==> src/rtl/mips32_boot_ctrl.sv <==
// Boot/run sequencer for the mips32 core: streams a program into the core's
// unified memory, holds the core in reset while loading, then releases it and
// runs it until it halts or its cycle budget expires.
//
// state   | meaning
// --------+----------------------------------------------------------
// IDLE    | waiting for the first program word (ld_ready high)
// LOAD    | accepting program words into memory
// ARMED   | program loaded, core held in reset, waiting for start
// RESET   | core reset held for RESET_HOLD cycles before running
// RUN     | core running, cycle budget counting
// DONE    | core raised halted; cycle_count frozen
// TIMEOUT | cycle budget exhausted without halt; cycle_count frozen
module mips32_boot_ctrl #(
  parameter int unsigned ADDR_W     = 10,
  parameter int unsigned CNT_W      = 16,
  parameter int unsigned MAX_CYCLES = 1000,
  parameter int unsigned RESET_HOLD = 2
) (
  input  logic              clk1,
  input  logic              rst_n,
  input  logic              ld_valid,
  output logic              ld_ready,
  input  logic [31:0]       ld_data,
  input  logic              ld_last,
  input  logic              start,
  input  logic              clear,
  output logic              mem_we,
  output logic [ADDR_W-1:0] mem_addr,
  output logic [31:0]       mem_wdata,
  output logic              core_rst_n,
  output logic              core_run,
  input  logic              halted,
  output logic              busy,
  output logic              done,
  output logic              err_timeout,
  output logic              err_ovf,
  output logic [ADDR_W:0]   word_count,
  output logic [CNT_W-1:0]  cycle_count
);

  localparam logic [2:0] S_IDLE    = 3'd0;
  localparam logic [2:0] S_LOAD    = 3'd1;
  localparam logic [2:0] S_ARMED   = 3'd2;
  localparam logic [2:0] S_RESET   = 3'd3;
  localparam logic [2:0] S_RUN     = 3'd4;
  localparam logic [2:0] S_DONE    = 3'd5;
  localparam logic [2:0] S_TIMEOUT = 3'd6;

  // Pointer is one bit wider than the address so a full memory is detectable
  // without ever wrapping the address.
  localparam logic [ADDR_W:0]  PTR_ONE  = {{ADDR_W{1'b0}}, 1'b1};
  localparam logic [ADDR_W:0]  PTR_FULL = {1'b1, {ADDR_W{1'b0}}};
  localparam logic [CNT_W-1:0] CNT_ONE  = {{(CNT_W-1){1'b0}}, 1'b1};
  localparam logic [CNT_W-1:0] CNT_MAX  = CNT_W'(MAX_CYCLES);

  localparam int unsigned      HOLD_W    = (RESET_HOLD > 1) ? $clog2(RESET_HOLD) : 1;
  localparam logic [HOLD_W-1:0] HOLD_INIT = HOLD_W'(RESET_HOLD - 1);
  localparam logic [HOLD_W-1:0] HOLD_ONE  = HOLD_W'(1);

  logic [2:0]        state_q, state_d;
  logic [ADDR_W:0]   wr_ptr_q, wr_ptr_d;
  logic              mem_we_q, mem_we_d;
  logic [ADDR_W-1:0] mem_addr_q, mem_addr_d;
  logic [31:0]       mem_wdata_q, mem_wdata_d;
  logic [ADDR_W:0]   word_count_q, word_count_d;
  logic [CNT_W-1:0]  cycle_count_q, cycle_count_d;
  logic [HOLD_W-1:0] hold_q, hold_d;
  logic              err_ovf_q, err_ovf_d;
  logic              accept;

  assign ld_ready    = (state_q == S_IDLE) || (state_q == S_LOAD);
  assign accept      = ld_valid && ld_ready;
  assign core_rst_n  = (state_q == S_RUN) || (state_q == S_DONE) || (state_q == S_TIMEOUT);
  assign core_run    = (state_q == S_RUN);
  assign busy        = (state_q == S_LOAD) || (state_q == S_RESET) || (state_q == S_RUN);
  assign done        = (state_q == S_DONE);
  assign err_timeout = (state_q == S_TIMEOUT);
  assign err_ovf     = err_ovf_q;
  assign mem_we      = mem_we_q;
  assign mem_addr    = mem_addr_q;
  assign mem_wdata   = mem_wdata_q;
  assign word_count  = word_count_q;
  assign cycle_count = cycle_count_q;

  // Next-state and datapath update; clear overrides every other input.
  always_comb begin
    state_d       = state_q;
    wr_ptr_d      = wr_ptr_q;
    mem_we_d      = 1'b0;
    mem_addr_d    = mem_addr_q;
    mem_wdata_d   = mem_wdata_q;
    word_count_d  = word_count_q;
    cycle_count_d = cycle_count_q;
    hold_d        = hold_q;
    err_ovf_d     = err_ovf_q;

    if (clear) begin
      state_d   = S_IDLE;
      err_ovf_d = 1'b0;
    end else begin
      unique case (state_q)
        S_IDLE: begin
          if (accept) begin
            mem_we_d    = 1'b1;
            mem_addr_d  = '0;
            mem_wdata_d = ld_data;
            wr_ptr_d    = PTR_ONE;
            if (ld_last) begin
              word_count_d = PTR_ONE;
              state_d      = S_ARMED;
            end else begin
              state_d = S_LOAD;
            end
          end
        end
        S_LOAD: begin
          if (accept) begin
            if (wr_ptr_q == PTR_FULL) begin
              // Memory already full: drop the word rather than wrap.
              err_ovf_d = 1'b1;
              state_d   = S_IDLE;
            end else begin
              mem_we_d    = 1'b1;
              mem_addr_d  = wr_ptr_q[ADDR_W-1:0];
              mem_wdata_d = ld_data;
              wr_ptr_d    = wr_ptr_q + PTR_ONE;
              if (ld_last) begin
                word_count_d = wr_ptr_q + PTR_ONE;
                state_d      = S_ARMED;
              end
            end
          end
        end
        S_ARMED, S_DONE, S_TIMEOUT: begin
          if (start) begin
            cycle_count_d = '0;
            hold_d        = HOLD_INIT;
            state_d       = S_RESET;
          end
        end
        S_RESET: begin
          if (hold_q == '0) begin
            cycle_count_d = CNT_ONE;
            state_d       = S_RUN;
          end else begin
            hold_d = hold_q - HOLD_ONE;
          end
        end
        S_RUN: begin
          if (halted) begin
            state_d = S_DONE;
          end else if (cycle_count_q == CNT_MAX) begin
            state_d = S_TIMEOUT;
          end else begin
            cycle_count_d = cycle_count_q + CNT_ONE;
          end
        end
        default: state_d = S_IDLE;
      endcase
    end
  end

  // State and datapath registers.
  always_ff @(posedge clk1 or negedge rst_n) begin
    if (!rst_n) begin
      state_q       <= S_IDLE;
      wr_ptr_q      <= '0;
      mem_we_q      <= 1'b0;
      mem_addr_q    <= '0;
      mem_wdata_q   <= '0;
      word_count_q  <= '0;
      cycle_count_q <= '0;
      hold_q        <= '0;
      err_ovf_q     <= 1'b0;
    end else begin
      state_q       <= state_d;
      wr_ptr_q      <= wr_ptr_d;
      mem_we_q      <= mem_we_d;
      mem_addr_q    <= mem_addr_d;
      mem_wdata_q   <= mem_wdata_d;
      word_count_q  <= word_count_d;
      cycle_count_q <= cycle_count_d;
      hold_q        <= hold_d;
      err_ovf_q     <= err_ovf_d;
    end
  end

endmodule

==> config.mk <==
export PLATFORM = sky130hd
export DESIGN_NAME = mips32_boot_ctrl
export DESIGN_NICKNAME = d
export VERILOG_FILES = /design/src/rtl/mips32_boot_ctrl.sv
export SDC_FILE = /design/constraint.sdc
export NUM_CORES = 1
export LEC_CHECK = 0
export ABC_AREA = 1
export CAP_MARGIN = 15
export CELL_PAD_IN_SITES_DETAIL_PLACEMENT = 1
export CELL_PAD_IN_SITES_GLOBAL_PLACEMENT = 1
export CORE_ASPECT_RATIO = 0.75
export CORE_MARGIN = 5
export CORE_UTILIZATION = 32
export DETAILED_ROUTE_END_ITERATION = 10
export PLACE_DENSITY_LB_ADDON = 0.1
export SETUP_SLACK_MARGIN = 0.5
export SLEW_MARGIN = 10
export SYNTH_ARGS = -nofsm -noshare
export SYNTH_HDL_FRONTEND = slang
export SYNTH_SLANG_ARGS = --single-unit
==> constraint.sdc <==
create_clock -name clk1 -period 1.5 [get_ports clk1]
set_input_delay 0.375 -clock clk1 [delete_from_list [all_inputs] [get_ports clk1]]
set_output_delay 0.375 -clock clk1 [all_outputs]
set_load 0.05 [all_outputs]
After elaboration in Yosys (flattened, before gate mapping)
Index checks and enable logic that the tools add are counted.
W data, S select, Z words.
{"block": "classes", "n_bitwise": 1, "addsub": 3, "n_eq_ne": 23, "n_reduce_logical": 20, "mux": 46}
{"op": "$mux W32", "count": 3}
{"op": "$mux W11", "count": 8}
{"op": "$mux W16", "count": 4}
{"op": "$pmux W32 S2", "count": 1}
{"op": "$pmux W16 S3", "count": 1}
{"op": "$pmux W11 S2", "count": 2}
{"op": "$mux W10", "count": 3}
{"op": "$mux W3", "count": 9}
{"op": "$pmux W10 S2", "count": 1}
{"op": "$ne A2 B2 Y1 const B", "count": 9}
{"op": "$add A16 B1 Y16 const B", "count": 1}
{"op": "$eq A16 B10 Y1 const B", "count": 1}
{"op": "$pmux W3 S5", "count": 1}
{"op": "$ne A3 B3 Y1 const B", "count": 4}
{"op": "$reduce_and A6 Y1", "count": 2}
{"op": "$add A11 B1 Y11 const B", "count": 1}
{"op": "$eq A11 B11 Y1 const B", "count": 1}
{"op": "$mux W1", "count": 10}
{"op": "$reduce_bool A2 Y1", "count": 5}
{"op": "$eq A3 B3 Y1 const B", "count": 3}
{"op": "$reduce_and A7 Y1", "count": 1}
{"op": "$eq A3 B2 Y1 const B", "count": 2}
{"op": "$reduce_and A3 Y1", "count": 2}
{"op": "$logic_or A1 B1 Y1", "count": 5}
{"op": "12 further kinds", "count": 13}
{"block": "totals", "out_inout_bits": 77, "regBits": 86}

Depth between registers and ports, before layout
Gate-level depths: netlist of run 1.
{"block": "logic_depth", "word_depth": 6, "ltp_mapped": 12}

Worst setup path after synthesis of run 1
No wires, ideal clock.
{"block": "synth_path", "kind": "flip-flop to flip-flop", "startpoint": "register state_q[1]", "endpoint": "register wr_ptr_q[3]", "slack_ps": -733, "setup_ps": 123, "path_buffers": 2, "stages_incl_launch_ff": 9, "required_time_ps": 1377, "t_arrival_ps": 2110, "cell_sequence": "dfrtp_1 buf_4 nor2_1 nand2_1 nand2_2 nand2_4 nor2_8 buf_2 o21ai_1"}
{"block": "synth_via", "elab_chain_len": 5, "word_cells_on_any_way": 10}
{"item": "from (decl)", "line": "61", "text": "logic [2:0] state_q, state_d;"}
{"item": "from (signal assigned)", "line": "177", "text": "state_q <= state_d;"}
{"item": "$eq A3 B1 Y1 / $logic_not A3 Y1 (equally long branches)", "line": "72", "text": "assign ld_ready = (state_q == S_IDLE) || (state_q == S_LOAD);"}
{"item": "$logic_or A1 B1 Y1 *", "line": "72"}
{"item": "named net ld_ready", "line": "23", "text": "output logic ld_ready,"}
{"item": "$logic_and A1 B1 Y1 *", "line": "73", "text": "assign accept = ld_valid && ld_ready;"}
{"item": "$ne A2 B2 Y1 (no line)"}
{"item": "$reduce_and A5 Y1 (no line) *"}
{"item": "to (signal assigned)", "line": "178", "text": "wr_ptr_q <= wr_ptr_d;"}
{"item": "to (decl)", "line": "62", "text": "logic [ADDR_W:0] wr_ptr_q, wr_ptr_d;"}
The timed path passes the listed nets; every way through them passes the cells marked *.
A chain may end at the register's enable or synchronous reset.

Final worst setup path of run 1
{"block": "layout_path", "startpoint": "register wr_ptr_q[0]", "endpoint": "register wr_ptr_q[3]"}
{"block": "layout_via", "elab_chain_len": 4, "word_cells_on_any_way": 7}
{"item": "$add A11 B1 Y11", "line": "127", "text": "wr_ptr_d = wr_ptr_q + PTR_ONE;"}
{"item": "$mux W11", "line": "119", "text": "if (wr_ptr_q == PTR_FULL) begin"}
{"item": "$mux W11", "line": "118", "text": "if (accept) begin"}
{"item": "$pmux W11 S2", "line": "102", "text": "unique case (state_q)"}
Several ways; a longest one is shown, not always the timed one. The select of a mux whose other input is x is not followed.

==> results of run 1 <==
-- per-layer routing --
metal	vias up	wire (um)
li1	2480	-
met1	3044	11300
met2	374	14520
met3	110	1952
met4	0	1385
met5	-	0
-- registers in the layout, indices dropped and copies added, names as in the netlist --
name,flops
hold_q,1
wr_ptr_q,11
cycle_count,16
state_q,3
word_count,11
mem_addr,10
mem_we,1
err_ovf,1
mem_wdata,32
-- where the power goes --
group	internal [mW]	leakage, nW	switching (mW)
Clock	1.32	0.143	1.11
Combinational	5.28	3.26	6.27
Sequential	2.91	1.10	0.763
-- cell families after synthesis --
kind of cell / Yosys count / share of synthesized area, %
compound gates: 89 / 10.52
simple gates: 330 / 30.58
buf+inv: 72 / 7.080
xor+xnor: 11 / 2.172
fa+ha+maj: 4 / 1.128
flops: 86 / 48.52
-- critical path: cells and delay by family (launching register included) --
kind                     cells  cell delay, ns
buffers and inverters        3            0.42
adder cells (fa/ha/maj)      1            0.17
AO/OA/AOI/OAI                1            0.29
AND/OR/NAND/NOR              7            0.60
flip-flops                   1            0.42
-- cell type report --
cell class,count,area share (%)
sequential,86,22.78
tap,175,2.279
clock inverter,7,0.8334
multi-input combinational,435,29.16
clock buffer,9,2.344
timing repair buffer,302,40.55
inverter,45,2.058
-- worst min-delay path by stage --
stage	endpoint	start	slack (ns)
after floorplan	cycle_count[0]	rst_n	0.08
after global placement	hold_q	rst_n	0.37
after detailed placement	hold_q	rst_n	0.38
after CTS	hold_q	rst_n	0.01
after global routing	mem_wdata[23]	rst_n	0.02
final	mem_wdata[23]	rst_n	0.008
-- Yosys cell counts, types with 2 or more instances --
library cell  number
nand2_1          208
dfrtp_1           86
nor2_1            64
o21ai_0           59
inv_1             39
nand3_1           36
clkbuf_1          13
a21oi_1           11
o21ai_1           11
xor2_1            11
buf_4              8
nor3_1             8
inv_2              6
nand4_1            6
buf_2              5
ha_1               4
nand2_2            2
o21bai_1           2
o31ai_1            2
-- timing repair --
| action | 4_1_cts | 5_1_grt |
|---|---|---|
| cloned | 11 | 4 |
| setup buffers | 44 | 29 |
| resized for setup | 166 | 124 |
| setup endpoints to repair | 163 | 163 |
| pin swaps | 29 | 26 |
==> results_dict.tcl, run 1 <==
set metrics [dict create \
    rows 37 \
    seq_area_frac_synth_pct 48.52 \
    vias 6008 \
    max_stage_delay_ns 0.42 \
    critPathRequiredTime_ns 1.72 \
    post-route-util_pct 70.35 \
    use_met2_pct 49.27 \
    cts_tree "yes" \
    finalNonFillerCells 1059 \
    yosysUniqueCellTypes 30 \
    worstSkewPairLatency_ns 0.36 \
    slew_violations 0 \
    start_util_pct 32.48 \
    grt_pass1_vias 6046 \
    io_pins 116 \
    outcome "complete, but fails checks" \
    drt_first_pass_iters 5 \
    dieArea_mm2 0.01634 \
    timing.final.crit_share_pct 136.6 \
    synthArstFlopShare_pct 100.0 \
    clock_tree.root_cell "clkbuf_16" \
    violations "negative setup slack" \
    regToRegSetupSlack_ns -0.55 \
    r2r-end "wr_ptr_q[3]" \
    whs_ns 0.008360 \
    ys_warn_count 0 \
    rsz0062_at_grt "yes" \
    synth_edf_count 0 \
    drt-initial-drc-count 501 \
    synth_top_area_share_pct 48.52 \
    skew_ns 0.01584 \
    post-route-drc-count 0 \
    grt-busiest-layer "met2" \
    setup_viol_count_final 92 \
    grt_first_pass_wirelength_mm 34.84 \
    pre_cts_slack_ns -0.2705 \
    path_common_cell "nand2_4" \
    cp-start-kind "flop" \
    mostFrequentLayoutCells "nand2_1 (130), buf_4 (124), buf_12 (88)" \
    worst_slack_ns -0.5484 \
    gr-total-overflow 0 \
    yosys.area.top_type "dfrtp_1" \
    die_w_um 145.9 \
    fin_nets 922 \
    h-tree-depth 3 \
    synth_area_leaders "dfrtp_1 (49%), nand2_1 (18%), o21ai_0 (6.7%), nor2_1 (5.4%), nand3_1 (4.1%)" \
    grt_use_total_pct 27.12 \
    cts_hold_buf 0 \
    worst-r2r-cell-count 12 \
    fmax_mhz 488.2 \
    syn_inst 592 \
    final_common_cell "nand2_1" \
    fin_area_mm2 0.009608 \
    cts_buffers 9 \
    max_cap_viol_count 0 \
    viasPerCell 5.673 \
    cts_buffer_depth 2 \
    final.setup.tns_ns -30.87 \
    synth_seq_cells 86 \
    core_mm2 0.01366 \
    clkSlewWorstSetupHoldPaths_ns 0.08 \
    vdd_ir_drop_max_mv 1.095 \
    die_h_um 112.0 \
    dpl.hpwl_mm 12.07 \
    fillers 1405 \
    area_growth_syn_to_layout_pct 116.6 \
    multi_input_area_mm2 0.002801 \
    synth_nets 635 \
    netlist_area_mm2 0.004436 \
    ant_nets 0 \
    r2r-start "wr_ptr_q[0]" \
    met3_usage_pct 4.638 \
    worstPathMaxFanout 14 \
    total_power_mw 17.65 \
    post_dp_cell_area_mm2 0.007463 \
    antenna_found_initial 0 \
    seqCellArea_mm2 0.002188 \
    pwr_density_cell_mw_per_mm2 1837 \
    tightest_slew_ns 0.4490 \
    hold_path_class "primary input to async pin" \
    dp_cells 955 \
    worstSetupStartpoint "wr_ptr_q[0]" \
    drive_gt1_share_pct 55.54 \
    grt_max_degree 50 \
    wire_per_inst_um 27.53 \
    p_leak_nw 4.505 \
    timing.slew.headroom_pct 69.81 \
    critical_path.slowest_cell "dfrtp_1" \
    post-route-min-period_ns 2.048 \
    synthFlopType "dfrtp_1" \
    portBuffers 115 \
    synth_area_per_cell_um2 7.492 \
    cp-end-kind "flop" \
    cts.sinks 86 \
    critPathCapture "wr_ptr_q[3]" \
    gp_congestion 0.8658 \
    path_cells "inv_2 > ha_4 > nand2_4 > nor2_4 > nand2_2 > nand2_2 > nand2_4 > nand2_4 > nor2_8 > buf_12 > buf_16 > o21ai_1" \
    criticalPathCategory "flop to flop" \
    diodes 0 \
    hold_viol_final 0 \
    finalWirelength_mm 29.15 \
    critPathArrivalTime_ns 2.27 \
    use_met1_pct 32.56 \
]
(Power assumes the default switching activity.)
==> run 2, diff against run 1 <==
--- a/config.mk
+++ b/config.mk
@@ -13,6 +13,7 @@
 export CORE_MARGIN = 5
 export CORE_UTILIZATION = 32
 export DETAILED_ROUTE_END_ITERATION = 10
+export GPL_TIMING_DRIVEN = 0
 export PLACE_DENSITY_LB_ADDON = 0.1
 export SETUP_SLACK_MARGIN = 0.5
 export SLEW_MARGIN = 10
==> run 2 against run 1 <==
Effect of this change:
- the flow still finishes with violations (negative setup slack)
- sequential power down 7.1%
- design area decreased by 9.3%
- via count fell by 13%
- non-clock buffer count is 41 lower
- sequential cell count unchanged
- utilization is 6.5 points lower
==> results_dict.tcl, run 2 (same netlist as run 1, synthesis figures left out) <==
set metrics [dict create \
    outcome "complete, but fails checks" \
    violations "negative setup slack" \
    timing.slew.headroom_pct 54.19 \
    grt_max_degree 45 \
    cts_hold_buf 0 \
    skew_ns 0.01141 \
    tightest_slew_ns 0.6872 \
    grt_first_pass_wirelength_mm 29.24 \
    cts_buffers 9 \
    criticalPathCategory "flop to flop" \
    h-tree-depth 3 \
    dpl.hpwl_mm 11.11 \
    fmax_mhz 533.7 \
    fin_nets 880 \
    worstSkewPairLatency_ns 0.36 \
    die_w_um 145.9 \
    grt_use_total_pct 22.44 \
    post-route-drc-count 0 \
    gp_congestion 0.8455 \
    die_h_um 112.0 \
    pre_cts_slack_ns -0.7362 \
    p_leak_nw 4.239 \
    clock_tree.root_cell "clkbuf_16" \
    drt-initial-drc-count 303 \
    core_mm2 0.01366 \
    cp-start-kind "flop" \
    rsz0062_at_grt "yes" \
    vdd_ir_drop_max_mv 1.112 \
    finalWirelength_mm 21.33 \
    drt_first_pass_iters 4 \
    vias 5250 \
    clkSlewWorstSetupHoldPaths_ns 0.06 \
    cts_buffer_depth 2 \
    hold_path_class "primary input to async pin" \
    viasPerCell 5.162 \
    final.setup.tns_ns -23.03 \
    largest_reg_flops 32 \
    gr-total-overflow 0 \
    worstPathMaxFanout 6 \
    ant_nets 0 \
    drive_gt1_share_pct 54.51 \
    hold_viol_final 0 \
    worst_slack_ns -0.3736 \
    dieArea_mm2 0.01634 \
    slew_violations 0 \
    post-route-util_pct 63.81 \
    start_util_pct 32.48 \
    cts_tree "yes" \
    area_growth_syn_to_layout_pct 96.47 \
    post-route-min-period_ns 1.874 \
    grt_pass1_vias 5303 \
    antenna_found_initial 0 \
    diodes 0 \
    mostFrequentLayoutCells "nand2_1 (116), buf_6 (85), buf_4 (83)" \
    timing.final.crit_share_pct 124.9 \
    io_pins 116 \
    final_common_cell "nand2_1" \
    critPathArrivalTime_ns 2.16 \
    max_cap_viol_count 0 \
    wire_per_inst_um 20.97 \
    rows 37 \
    setup_viol_count_final 91 \
    critPathRequiredTime_ns 1.79 \
    cts.sinks 86 \
    portBuffers 113 \
    cp-end-kind "flop" \
    pwr_density_cell_mw_per_mm2 1847 \
]
[run 2: final timing paths]
path | startpoint | to | cells past startpoint | slack, ns
worst min-delay path | rst_n | state_q[2] | 1 | 0.03
worst max register to register | state_q[1] | word_count[4] | 9 | -0.37
worst max-delay path | state_q[1] | word_count[4] | 9 | -0.37
max in group asynchronous | rst_n | cycle_count[14] | 2 | 0.81
min in group clk1 | word_count[4] | word_count[4] | 2 | 0.50
worst min register to register | word_count[4] | word_count[4] | 2 | 0.50
[run 2: layout make-up]
cell class / instances / area [um^2]
repair buffers: 234 / 2585
plain buffers: 27 / 320.3
clock inverters: 5 / 105.1
clock buffers: 11 / 252.7
well taps: 175 / 219.0
flip-flops and latches: 86 / 2176
inverters: 45 / 202.7
multi-input cells: 434 / 2854
fillers: 1528 / 4942
[run 2: routing by layer]
layer	GRT usage (%)	part of all wire [%]
met2	38.25	51
met4	5.566	2.0
met5	0	0
met3	4.801	4.4
met1	29.20	43
[run 2: stage by stage]
stage	hold WS [ns]	instances	area (um^2)	total power [mW]
2_1_floorplan	0.07941	592	4678	7.221
3_3_place_gp	0.4606	880	6028	9.107
3_5_place_dp	0.4314	881	6053	9.275
4_1_cts	0.05542	966	7605	14.15
5_1_grt	0.07231	1017	8715	16.71
6_report	0.03396	1017	8715	16.09
[run 2: worst max-delay path, stage by stage, from the launching register on]
cell and delay, ns:
dfrtp_1 0.38, buf_6 0.15, buf_6 0.13, nor2_4 0.16, buf_6 0.14, buf_6 0.12
o21ai_0 0.12, a21oi_1 0.25, nand4_1 0.24, nand2_1 0.12
[run 2: power breakdown]
group | switching [mW] | leakage (nW) | internal, mW
registers | 0.517 | 1.11 | 2.90
clock network | 1.03 | 0.168 | 1.72
logic | 5.68 | 2.96 | 4.25
[run 2: timing repair]
| action | 4_1_cts | 5_1_grt |
|---|---|---|
| setup endpoints to repair | 163 | 163 |
| gates resized for setup | 674 | 206 |
| buffers inserted | 62 | 48 |
| gates cloned | 7 | 3 |
| pin swaps | 24 | 29 |
==> run 3, diff against run 2 <==
--- a/config.mk
+++ b/config.mk
@@ -14,6 +14,7 @@
 export CORE_UTILIZATION = 32
 export DETAILED_ROUTE_END_ITERATION = 10
 export GPL_TIMING_DRIVEN = 0
+export HOLD_SLACK_MARGIN = 0.15
 export PLACE_DENSITY_LB_ADDON = 0.1
 export SETUP_SLACK_MARGIN = 0.5
 export SLEW_MARGIN = 10
==> results of run 3 <==
No change in the layout: final DEF, timing and power equal those of run 2.
